$ cat config.mk
export PLATFORM = sky130hd
export DESIGN_NAME = mips_test_sequencer
export DESIGN_NICKNAME = d
export VERILOG_FILES = /design/src/rtl/mips_seq_pkg.sv /design/src/rtl/mips_seq_timer.sv /design/src/rtl/mips_test_sequencer.sv
export SDC_FILE = /design/constraint.sdc
export NUM_CORES = 1
export LEC_CHECK = 0
export CAP_MARGIN = 15
export CORE_MARGIN = 2
export CORE_UTILIZATION = 38
export DETAILED_ROUTE_END_ITERATION = 10
export GPL_ROUTABILITY_DRIVEN = 0
export PLACE_DENSITY = 0.86
export SLEW_MARGIN = 40
export SYNTH_ARGS = -nofsm -noshare
export SYNTH_HDL_FRONTEND = slang
export SYNTH_SLANG_ARGS = --single-unit
$ cat constraint.sdc
create_clock -name clk1 -period 6.67 [get_ports clk1]
set_clock_uncertainty 0.1 [all_clocks]
set_input_delay 1.334 -clock clk1 [delete_from_list [all_inputs] [get_ports clk1]]
set_output_delay 1.334 -clock clk1 [all_outputs]
set_load 0.01 [all_outputs]
$ cat src/rtl/mips_seq_pkg.sv
// Shared types and constants for the MIPS32 boot-and-check sequencer.
package mips_seq_pkg;

    localparam int DATA_W_DEF   = 32;
    localparam int ADDR_W_DEF   = 10;
    localparam int TIMEOUT_DEF  = 1024;
    localparam int CNT_W_DEF    = 8;
    localparam int NUM_REGS_DEF = 32;

    localparam logic [5:0] HLT_OPCODE = 6'h3f;

    typedef enum logic [2:0] {
        ST_IDLE,
        ST_LOAD,
        ST_REGINIT,
        ST_CLR,
        ST_RUN,
        ST_CHK_RD,
        ST_CHK_CMP,
        ST_DONE
    } seq_state_t;

endpackage

$ cat src/rtl/mips_seq_timer.sv
// RUN-phase watchdog: loaded with TIMEOUT-1, counts down while enabled,
// and flags expiry during the enabled cycle in which it reaches zero.
module mips_seq_timer #(
    parameter int TIMEOUT = 1024
) (
    input  logic clk1,
    input  logic rst_n,
    input  logic load,
    input  logic en,
    output logic expire
);

    localparam int T_W = (TIMEOUT > 1) ? $clog2(TIMEOUT) : 1;
    localparam logic [T_W-1:0] LOAD_VAL = T_W'(TIMEOUT - 1);

    logic [T_W-1:0] count;

    always_ff @(posedge clk1 or negedge rst_n) begin
        if (!rst_n) begin
            count <= '0;
        end else if (load) begin
            count <= LOAD_VAL;
        end else if (en && (count != '0)) begin
            count <= count - 1'b1;
        end
    end

    assign expire = en && (count == '0);

endmodule

$ cat src/rtl/mips_test_sequencer.sv
// Boot-and-check sequencer: loads MEM, optionally seeds registers
// (MIPS_SEQ_REGINIT_EN), runs the core from PC=0, then verifies expected words.
module mips_test_sequencer
    import mips_seq_pkg::*;
#(
    parameter int DATA_W   = DATA_W_DEF,
    parameter int ADDR_W   = ADDR_W_DEF,
    parameter int TIMEOUT  = TIMEOUT_DEF,
    parameter int CNT_W    = CNT_W_DEF,
    parameter int NUM_REGS = NUM_REGS_DEF
) (
    input  logic              clk1,
    input  logic              rst_n,
    input  logic              start,
    input  logic              ld_valid,
    output logic              ld_ready,
    input  logic [ADDR_W-1:0] ld_addr,
    input  logic [DATA_W-1:0] ld_data,
    input  logic              ld_last,
    input  logic              chk_valid,
    output logic              chk_ready,
    input  logic [ADDR_W-1:0] chk_addr,
    input  logic [DATA_W-1:0] chk_data,
    input  logic              chk_last,
    output logic              mem_we,
    output logic [ADDR_W-1:0] mem_addr,
    output logic [DATA_W-1:0] mem_wdata,
    input  logic [DATA_W-1:0] mem_rdata,
    output logic              reg_we,
    output logic [4:0]        reg_addr,
    output logic [DATA_W-1:0] reg_wdata,
    output logic              core_hold,
    output logic              core_clr,
    input  logic              core_halted,
    output logic              busy,
    output logic              done,
    output logic              pass,
    output logic              timeout,
    output logic [CNT_W-1:0]  fail_cnt,
    output logic [ADDR_W-1:0] fail_addr
);

    seq_state_t        state;
    logic [DATA_W-1:0] exp_data;
    logic [ADDR_W-1:0] exp_addr;
    logic              exp_last;
    logic              timer_expire;
    logic              mismatch;

`ifdef MIPS_SEQ_REGINIT_EN
    localparam seq_state_t AFTER_LOAD = ST_REGINIT;
    localparam logic [4:0] REG_LAST   = 5'(NUM_REGS - 1);
    logic [4:0] reg_idx;

    assign reg_we    = (state == ST_REGINIT);
    assign reg_addr  = reg_idx;
    assign reg_wdata = DATA_W'(reg_idx);
`else
    localparam seq_state_t AFTER_LOAD = ST_CLR;

    assign reg_we    = 1'b0;
    assign reg_addr  = '0;
    assign reg_wdata = '0;
`endif

    // The sequencer owns the MEM port everywhere except RUN.
    assign ld_ready  = (state == ST_LOAD);
    assign chk_ready = (state == ST_CHK_RD);
    assign core_hold = (state != ST_RUN);
    assign core_clr  = (state == ST_CLR);
    assign mem_we    = ld_ready && ld_valid;
    assign mem_wdata = ld_ready ? ld_data : '0;
    assign mem_addr  = ld_ready  ? ld_addr  :
                       chk_ready ? chk_addr : '0;
    assign mismatch  = (mem_rdata != exp_data);

    mips_seq_timer #(
        .TIMEOUT (TIMEOUT)
    ) u_timer (
        .clk1   (clk1),
        .rst_n  (rst_n),
        .load   (state == ST_CLR),
        .en     (state == ST_RUN),
        .expire (timer_expire)
    );

    always_ff @(posedge clk1 or negedge rst_n) begin
        if (!rst_n) begin
            state     <= ST_IDLE;
            busy      <= 1'b0;
            done      <= 1'b0;
            pass      <= 1'b0;
            timeout   <= 1'b0;
            fail_cnt  <= '0;
            fail_addr <= '0;
`ifdef MIPS_SEQ_REGINIT_EN
            reg_idx   <= '0;
`endif
        end else begin
            case (state)
                ST_IDLE: begin
                    if (start) begin
                        done      <= 1'b0;
                        pass      <= 1'b0;
                        timeout   <= 1'b0;
                        fail_cnt  <= '0;
                        fail_addr <= '0;
                        busy      <= 1'b1;
                        state     <= ST_LOAD;
                    end
                end
                ST_LOAD: begin
`ifdef MIPS_SEQ_REGINIT_EN
                    reg_idx <= '0;
`endif
                    if (ld_valid && ld_last) state <= AFTER_LOAD;
                end
                ST_REGINIT: begin
`ifdef MIPS_SEQ_REGINIT_EN
                    if (reg_idx == REG_LAST) state <= ST_CLR;
                    else reg_idx <= reg_idx + 1'b1;
`else
                    state <= ST_CLR;
`endif
                end
                ST_CLR: state <= ST_RUN;
                ST_RUN: begin
                    // A halt seen on the final budget cycle still counts as a halt.
                    if (core_halted) begin
                        state <= ST_CHK_RD;
                    end else if (timer_expire) begin
                        timeout <= 1'b1;
                        busy    <= 1'b0;
                        done    <= 1'b1;
                        pass    <= 1'b0;
                        state   <= ST_DONE;
                    end
                end
                ST_CHK_RD: begin
                    if (chk_valid) state <= ST_CHK_CMP;
                end
                ST_CHK_CMP: begin
                    if (mismatch) begin
                        if (fail_cnt != '1) fail_cnt <= fail_cnt + 1'b1;
                        if (fail_cnt == '0) fail_addr <= exp_addr;
                    end
                    if (exp_last) begin
                        busy  <= 1'b0;
                        done  <= 1'b1;
                        pass  <= !mismatch && (fail_cnt == '0);
                        state <= ST_DONE;
                    end else begin
                        state <= ST_CHK_RD;
                    end
                end
                ST_DONE: state <= ST_IDLE;
                default: state <= ST_IDLE;
            endcase
        end
    end

    always_ff @(posedge clk1) begin
        if (chk_ready && chk_valid) begin
            exp_data <= chk_data;
            exp_addr <= chk_addr;
            exp_last <= chk_last;
        end
    end

endmodule

==> summary.txt <==
Outcome
  • Status: complete, no violations

Worst setup path
  • Required time of the critical path: 5.24 ns
  • Data arrival time of the worst path: roughly 2.6 ns
  • Crit path max fanout: 49
  • Worst Reg2Reg Path Length in Cells: 6
  • Setup crit end kind: output pin
  • Critical path launch point type: flip-flop
  • Setup Crit Path Kind: flip-flop to output pin

Floorplan
  • Die X: between 100 and 150 µm
  • Standard-cell rows: 38
  • Die boundary height: 108.7 µm
  • I/O pin count: 231
  • Starting density of the core: 0.3876
  • Core ar.: 10750 µm²
  • Die Footprint: ~12000 µm²

Global route
  • Vias in the first global route: between 3000 and 4000
  • First-pass GRT wire length: ~17000 µm
  • Global-route usage over all layers: 0.1870
  • Largest net degree at the start of global routing: 50
  • GRT Residual Overflow: 0
  • Number of antenna violations at the first check in global routing: 0

Power and ir drop
  • Pwr/cell area: ~300 nW/µm²
  • VDD IR max: around 0.19 mV
  • Leakage power: 2.434 nW

CTS
  • CTS HTree Levels: 3
  • CTS buffer count: 9
  • Buffer levels on the longest clock path: 2
  • Clock insertion delay at the later pin of the skew report: 0.35 ns
  • Clock-pin slew on the worst setup and hold paths: about 0.090 ns
  • Setup bufs post-CTS: 0
  • Post-CTS sizing: 0
  • CTS hold repair buffers: 0
  • Clock sink count: between 70 and 80
  • Clock root buffer master: sky130_fd_sc_hd__clkbuf_8
  • TritonCTS clock tree: yes

Placement
  • Placed instance count: between 600 and 700
  • Post-detailed-placement cell area: between 6000 and 7000 µm²
  • Total half-perimeter wirelength after legalization and detailed placement: roughly 9000 µm
  • Number of buffer cells added on primary ports: 192

Synthesis
  • Register bit count reported by yosys: 78
  • Sequential element share of the synthesized area: 0.5203
  • Mapped Avg Cell Area: ~11 µm²
  • Cell count after synthesis: around 380
  • Number of synthesized flops with an enable pin: 43
  • Area of the mapped netlist: ~4200 µm²
  • Warning count from the yosys run: 0
  • Number of distinct library cell variants in the gate-level netlist after synthesis: between 50 and 60
  • Top flip-flop cell by instance count after synthesis: sky130_fd_sc_hd__edfxtp_1
  • Post-synth ARST share: 0.4487

Routing
  • Starting DRC count in detailed routing: 152
  • Total via count in the routed design: ~3600
  • Average detailed-routed wire length per instance: between 15 and 20 µm
  • First-pass iteration count of the detailed router: 5
  • Average vias per placed instance: 4.986
  • DRC violation count after routing: 0
  • Detailed-route wire length: around 11000 µm
  • Count of nets left with antenna violations after detail routing: 0

Final layout
  • Summed area of non-filler cells in the final layout: 6277 µm²
  • Area growth from synthesis to final layout: 50.71%
  • Number of antenna repair diodes: 0
  • Net total in the final layout: just under 700
  • Share of the core filled with cells: 0.5842
  • Most common library cell in the layout ignoring fill and taps: sky130_fd_sc_hd__clkdlybuf4s50_1
  • Ratio of cells with drive above 1 in the final layout: 0.06446
  • Layout filler cell count: around 880
  • Non-filler cells, final: ~710
  • Commonest cells after routing, fill and taps aside: 191 x sky130_fd_sc_hd__clkdlybuf4s50_1, 43 x sky130_fd_sc_hd__edfxtp_1, 38 x sky130_fd_sc_hd__conb_1

Hold path
  • Cell depth of the worst min-delay path: 1
  • Hold crit path type: flip-flop to flip-flop

Timing
  • Setup repair after global routing missed its margin: no
  • Post-route fraction of the period consumed by the critical path: 0.6021
  • Final sum of negative setup slack: 0 ns
  • Final Hold Vio Count: 0
  • Min cycle time layout: about 4.0 ns
  • Worst slew pin tran: 0.6245 ns
  • Tightest slew margin relative to the limit: 0.5836
  • Top achievable clock speed: 249.0 MHz
  • Final count of negative-setup-slack endpoints: 0
  • Final Max Tran Viols: 0

Job
  • Max-cap check violation count: 0
area by class of cell:
| class | count | area, µm² | share of cell area |
|---|---|---|---|
| Clock buffer | 10 | 127.6 | 0.02033 |
| Clock inverter | 6 | 71.32 | 0.01136 |
| Inverter | 12 | 45.04 | 0.007176 |
| Multi-Input combinational cell | 274 | 1755 | 0.2796 |
| Sequential cell | 78 | 2168 | 0.3454 |
| Tap cell | 140 | 175.2 | 0.02791 |
| Timing Repair Buffer | 194 | 1934 | 0.3082 |
kinds of logic (layout without fill, tap and decap cells):
kind of cell               count (synthesis)  in the layout  share of synthesized area
and+or+nand+nor                          130            130                     0.1754
AOI/OAI and AO/OA                         60             60                     0.1051
buffers and inverters                     66            222                    0.09492
adders and majority gates                  3              3                   0.009013
muxes                                      4              4                    0.01232
DFF                                       78             78                     0.5203
other                                      1             38                  0.0009003
xor gates and xnor gates                  39             39                    0.08201
report_power, final:
group | total (mW) | internal, mW | switching [mW]
registers | 0.712 | 0.608 | 0.104
logic | 0.808 | 0.427 | 0.382
clock network | 0.364 | 0.176 | 0.187
cell usage after synthesis (all sizes together) (2+ instances only):
cell type | number | share of area
a31oi | 5 | 0.0075
nand4 | 3 | 0.0045
nand2 | 24 | 0.022
nand3 | 12 | 0.014
dfrtp | 35 | 0.21
nand3b | 2 | 0.0036
o21ai | 10 | 0.016
nand2b | 2 | 0.0030
or2 | 3 | 0.0045
ha | 3 | 0.0090
xor2 | 21 | 0.044
or4 | 7 | 0.014
o22ai | 2 | 0.0030
edfxtp | 43 | 0.31
a21oi | 13 | 0.016
clkbuf | 12 | 0.011
or3b | 2 | 0.0042
a21o | 2 | 0.0036
or3 | 4 | 0.0063
and2 | 2 | 0.0030
a22o | 20 | 0.042
nor4 | 6 | 0.011
inv | 12 | 0.011
nand4b | 2 | 0.0042
buf | 42 | 0.073
xnor2 | 18 | 0.038
nor2 | 16 | 0.014
nor3 | 8 | 0.0096
and3 | 34 | 0.051
mux2 | 3 | 0.0099
sequential cells by signal (all words and copies together) (netlist names):
signal and cells:
timeout 1, fail_addr 10, u_timer.count 10, busy 1, exp_addr 10, fail_cnt 8, exp_last 1, pass 1
done 1, exp_data 32, state 3
stage by stage:
| step | setup slack, ns | total power [mW] | hold WS (ns) |
|---|---|---|---|
| 5_1_grt | 2.500 | 1.984 | 0.3901 |
| 2_1_floorplan | 1.748 | 1.139 | 0.3427 |
| 6_report | 2.654 | 1.884 | 0.3706 |
| 4_1_cts | 2.452 | 1.890 | 0.3711 |
| 3_3_place_gp | 2.626 | 1.496 | 0.3434 |
| 3_5_place_dp | 2.648 | 1.525 | 0.3536 |
routing by layer:
| layer | track usage | vias up | part of all wire |
|---|---|---|---|
| met5 | 0 | - | 0 |
| met4 | 0.08883 | 0 | 0.024 |
| met3 | 0.04363 | 26 | 0.066 |
| met2 | 0.3094 | 176 | 0.50 |
| met1 | 0.2312 | 1680 | 0.41 |
| li1 | - | 1678 | - |
worst max-delay path, stage by stage, from the launching register on:
cell and delay, ns:
sky130_fd_sc_hd__dfrtp_2 0.78, sky130_fd_sc_hd__nand2_1 0.21, sky130_fd_sc_hd__nor2_2 0.46, sky130_fd_sc_hd__a22o_1 0.22
sky130_fd_sc_hd__clkdlybuf4s50_1 0.55
final timing paths:
| check | slack [ns] | startpoint | end |
|---|---|---|---|
| setup / recovery | 2.65 | state[0] | mem_addr[8] |
| hold / removal | 0.37 | exp_addr[1] | fail_addr[1] |
| setup reg to reg | 3.55 | state[0] | fail_addr[7] |
| hold reg to reg | 0.37 | exp_addr[1] | fail_addr[1] |
| max in group asynchronous | 5.30 | rst_n | state[0] |
| min in group asynchronous | 0.82 | rst_n | u_timer.count[4] |
Power figures use the tool's default switching activity.
